**config.mk**
```make
export PLATFORM = sky130hd
export DESIGN_NAME = trigger_pulse_seq
export DESIGN_NICKNAME = d
export VERILOG_FILES = /design/src/rtl/trigger_pulse_seq.sv
export SDC_FILE = /design/constraint.sdc
export NUM_CORES = 1
export LEC_CHECK = 0
export ABC_AREA = 1
export CAP_MARGIN = 20
export CORE_MARGIN = 1
export CORE_UTILIZATION = 40
export DETAILED_ROUTE_END_ITERATION = 10
export MAX_ROUTING_LAYER = met4
export SLEW_MARGIN = 20
export SYNTH_ARGS = -nofsm -noshare
export SYNTH_HDL_FRONTEND = slang
export SYNTH_SLANG_ARGS = --single-unit
```
**constraint.sdc**
```tcl
create_clock -name clk -period 3.6 [get_ports clk]
set_clock_uncertainty 0.15 [all_clocks]
set_input_delay 0.54 -clock clk [delete_from_list [all_inputs] [get_ports clk]]
set_output_delay 0.54 -clock clk [all_outputs]
set_load 0.02 [all_outputs]
```
**src/rtl/trigger_pulse_seq.sv**
```systemverilog
// Triggered burst generator: after a programmable delay, emits count pulses of
// width cycles separated by gap cycles; parameters are latched at trigger time.
module trigger_pulse_seq #(
    parameter int CNT_W = 16,
    parameter int REP_W = 8
) (
    input  logic             clk,
    input  logic             rst,
    input  logic             trigger2,
    input  logic [CNT_W-1:0] delay,
    input  logic [CNT_W-1:0] width,
    input  logic [CNT_W-1:0] gap,
    input  logic [REP_W-1:0] count,
    output logic             pulse_out,
    output logic             busy,
    output logic             done,
    output logic             overrun
);

    typedef enum logic [1:0] {IDLE, DELAY, HIGH, LOW} state_t;

    localparam logic [CNT_W-1:0] CNT_ONE = CNT_W'(1);
    localparam logic [REP_W-1:0] REP_ONE = REP_W'(1);

    state_t           state, state_n;
    logic [CNT_W-1:0] cnt, cnt_n;
    logic [REP_W-1:0] rep, rep_n;
    logic [CNT_W-1:0] lat_delay, lat_delay_n;
    logic [CNT_W-1:0] lat_width, lat_width_n;
    logic [CNT_W-1:0] lat_gap, lat_gap_n;
    logic             pulse_n, busy_n, done_n, overrun_n;

    always_comb begin
        state_n     = state;
        cnt_n       = cnt;
        rep_n       = rep;
        lat_delay_n = lat_delay;
        lat_width_n = lat_width;
        lat_gap_n   = lat_gap;
        pulse_n     = pulse_out;
        busy_n      = busy;
        done_n      = 1'b0;
        overrun_n   = overrun;

        unique case (state)
            IDLE: begin
                if (trigger2 && width != '0 && count != '0) begin
                    lat_delay_n = delay;
                    lat_width_n = width;
                    lat_gap_n   = gap;
                    rep_n       = count;
                    busy_n      = 1'b1;
                    // zero delay goes straight to the first high cycle
                    if (delay == '0) begin
                        state_n = HIGH;
                        cnt_n   = width;
                        pulse_n = 1'b1;
                    end else begin
                        state_n = DELAY;
                        cnt_n   = delay;
                    end
                end
            end
            DELAY: begin
                if (cnt == CNT_ONE) begin
                    state_n = HIGH;
                    cnt_n   = lat_width;
                    pulse_n = 1'b1;
                end else begin
                    cnt_n = cnt - CNT_ONE;
                end
            end
            HIGH: begin
                if (cnt == CNT_ONE) begin
                    pulse_n = 1'b0;
                    if (rep == REP_ONE) begin
                        state_n = IDLE;
                        cnt_n   = '0;
                        rep_n   = '0;
                        busy_n  = 1'b0;
                        done_n  = 1'b1;
                    end else begin
                        state_n = LOW;
                        cnt_n   = (lat_gap == '0) ? CNT_ONE : lat_gap;
                        rep_n   = rep - REP_ONE;
                    end
                end else begin
                    cnt_n = cnt - CNT_ONE;
                end
            end
            LOW: begin
                if (cnt == CNT_ONE) begin
                    state_n = HIGH;
                    cnt_n   = lat_width;
                    pulse_n = 1'b1;
                end else begin
                    cnt_n = cnt - CNT_ONE;
                end
            end
            default: state_n = IDLE;
        endcase

        if (state != IDLE && trigger2) begin
            overrun_n = 1'b1;
        end
    end

    always_ff @(posedge clk) begin
        if (rst) begin
            state     <= IDLE;
            cnt       <= '0;
            rep       <= '0;
            lat_delay <= '0;
            lat_width <= '0;
            lat_gap   <= '0;
            pulse_out <= 1'b0;
            busy      <= 1'b0;
            done      <= 1'b0;
            overrun   <= 1'b0;
        end else begin
            state     <= state_n;
            cnt       <= cnt_n;
            rep       <= rep_n;
            lat_delay <= lat_delay_n;
            lat_width <= lat_width_n;
            lat_gap   <= lat_gap_n;
            pulse_out <= pulse_n;
            busy      <= busy_n;
            done      <= done_n;
            overrun   <= overrun_n;
        end
    end

endmodule

```
==> out/metrics.yaml <==
placed_design:
  routabilityCongestion: 0.8583
  io_buffers: 62
  preCtsSetupSlack_ns: 0.8243
  hpwl_mm: 8.832
  dp.cells: 813
logic_synthesis:
  synth_top_area_cell: "dfxtp_1"
  yosys_warnings: 0
  synth_xor_area_share_pct: 1.325
  yosys.area_share.adder_pct: 1.262
  synth_top_family_by_area: "simple AND/OR/NAND/NOR gates"
  syn_area_per_cell_um2: 6.147
  ys_seq_area_share_pct: 31.30
  synthTopCellsByArea: "dfxtp_1 31%, nand2_1 15%, nor2_1 14%, o21ai_0 8.3%, nand3_1 6.4%"
  syn_area_um2: 3965
  synth_top_area_share_pct: 31.30
  muxShareOfSynthArea_pct: 0
  synth_compound_gate_area_share_pct: 12.91
  synth-simple-area-share_pct: 43.29
  syn_inst: 645
  ys_ff_latch: 62
  syn_nets: 708
  synth.distinct_cells: 32
layout:
  layout_common_cells: "162 x nand2_1, 144 x nor2_1, 66 x o21ai_0, 62 x dfxtp_1, 62 x clkdlybuf4s50_1"
  stdcell_count: 829
  insertedDiodeCount: 0
  final_common_cell: "nand2_1"
  syn_to_final_growth_pct: 21.58
  final_nets: 758
  drive_above_1_share_pct: 7.286
timing:
  post-route-period-util_pct: 70.86
  rsz0062_at_grt: "false"
  hold_viol: 0
  finalSetupViolCount: 0
  fmax_mhz: 392.0
  relSlewSlack_pct: 48.51
  setup_ws_ns: 1.049
  worstMarginPinSlew_ns: 0.7713
  tns_ns: 0
  final-max-slew-violation-count: 0
  min_period_ns: 2.551
pwr:
  swShare_pct: 47.69
  power_frac_seq_pct: 30.7
  comb_power_share_pct: 51.2
  power_density_nw_per_um2: 787.4
  ir_drop_uv: 319.4
  p_leak_uw: 0.002209
  p_sw_uw: 1810
  p_int_uw: 1985
  p_clk_share_pct: 18.2
clocking:
  postCtsSetupRepairBufs: 0
  cts_htree_levels: 3
  insertion_delay_ns: 0.34
  holdBufCountCts: 0
  cts-root-buf: "clkbuf_8"
  cts_resized: 0
  cts_tree: "done"
  cts_max_path_buffers: 2
  clock-sinks: 62
  cts.clk_slew.worst_paths_ns: 0.08
  numCtsBuffers: 9
setup_path:
  r2r-end: "lat_gap[9]$_SDFFE_PP0P_"
  cp_max_fo: 29
  crit_type: "reg -> reg"
  required_ns: 3.73
  critPathLaunchType: "flip-flop"
  r2r_slack_ns: 1.05
  end_kind: "flip-flop"
  timing.rr.start: "state[0]$_SDFFE_PP0P_"
  reg2reg_depth: 6
  cp.arrival_ns: 2.69
routing:
  ant_nets: 0
  drc_errors: 0
  vias: 4153
  first_iter_violations: 205
  totalWireLength_mm: 11.65
  drt-wirelength-per-cell_um: 14.05
  dr.pass1.iters: 5
  viasPerCell: 5.010
worst_hold_path:
  holdPathEnd: "pulse_out$_SDFFE_PP0P_"
  min_path_cells: 2
  min_path_type: "reg -> reg"
  min_from: "pulse_out$_SDFFE_PP0P_"
floorplanning:
  die-area_um2: 10310
  fp.dieH_um: 101.6
  die_x_um: 101.6
  rows: 35
  core_um2: 9415
  io_pins: 63
  initial_core_util_pct: 42.11
global_routing:
  grt-ovfl-total: 0
  grt_max_degree: 42
  grt_usage_pct: 24.94
  antenna_found_initial: 0
  grt_pass1_vias: 3816
  grt_pass1_wl_mm: 19.05
outcome:
  status: "complete, no violations"
run:
  max_cap_viol_count: 0
cells in the mapped netlist, drive strengths merged:
cell and count:
nand2 169, nor2 155, o21ai 70, dfxtp 62, nand3 57, inv 56
a21oi 21, buf 17, clkbuf 9, o21bai 6, ha 4, nand3b 4
nand4 4, nor3 4, xor2 4, xnor2 2, or2 1
state kept, by name, indices dropped and copies added, names as in the netlist:
signal     cells
lat_width     16
state          2
done           1
overrun        1
busy           1
pulse_out      1
lat_gap       16
rep            8
cnt           16
cell families after synthesis:
family	Yosys count
compound gates	97
simple gates	394
fa+ha+maj	4
xor+xnor	6
buf+inv	82
flops	62
how the worst max path moves through the flow:
stage / start / to / slack [ns] / cells past startpoint
floorplan: width[11] / rep[0]$_SDFFE_PP0P_ / 1.86 / 12
finish: state[0]$_SDFFE_PP0P_ / lat_gap[9]$_SDFFE_PP0P_ / 1.05 / 6
global placement: count[2] / rep[1]$_SDFFE_PP0P_ / 0.87 / 10
CTS: state[0]$_SDFFE_PP0P_ / rep[6]$_SDFFE_PP0P_ / 1.08 / 6
global route: state[0]$_SDFFE_PP0P_ / lat_gap[9]$_SDFFE_PP0P_ / 0.81 / 6
detailed placement: count[2] / rep[6]$_SDFFE_PP0P_ / 0.82 / 10
layout make-up:
cell class	count	area [µm²]
Clock buffer	10	127.6
Clock inverter	6	93.84
Fill cell	965	4594
Inverter	56	210.2
Multi-Input combinational cell	501	2331
Sequential cell	62	1241
Tap cell	129	161.4
Timing Repair Buffer	65	655.6
critical path, cell delays in order, from the launching register on:
cell and delay (ns):
dfxtp_1 0.56, nor2_4 0.53, inv_2 0.26, nor2_4 0.52, buf_4 0.27, o21ai_0 0.09
nor2_1 0.10
power by group through the flow:
| stage | clock network (µW) | registers [µW] | logic, µW |
|---|---|---|---|
| after global placement | 0 | 1170 | 1910 |
| after floorplan | 0 | 1100 | 1570 |
| after detailed placement | 0 | 1170 | 1930 |
| after CTS | 712 | 1160 | 1940 |
| final | 690 | 1160 | 1940 |
| after global routing | 744 | 1200 | 2210 |
per-stage QoR:
stage | area [µm²] | power (µW) | utilization [%] | hold slack [ns]
2_1_floorplan | 3965 | 2666 | - | 0.3119
4_1_cts | 4821 | 3809 | 51.20 | 0.3108
3_3_place_gp | 4599 | 3081 | 48.85 | 0.2897
5_1_grt | 4821 | 4148 | 51.20 | 0.3493
3_5_place_dp | 4599 | 3101 | 48.85 | 0.2985
6_report | 4821 | 3796 | 51.20 | 0.3029
layer usage:
layer | global-route usage (%) | up-vias | routed length (µm)
li1 | - | 2148 | -
met1 | 32.98 | 1884 | 5459
met2 | 37.79 | 94 | 5422
met3 | 3.934 | 27 | 505
met4 | 10.03 | 0 | 260
met5 | - | - | 0
No activity file was read; power rests on OpenSTA's default activity.
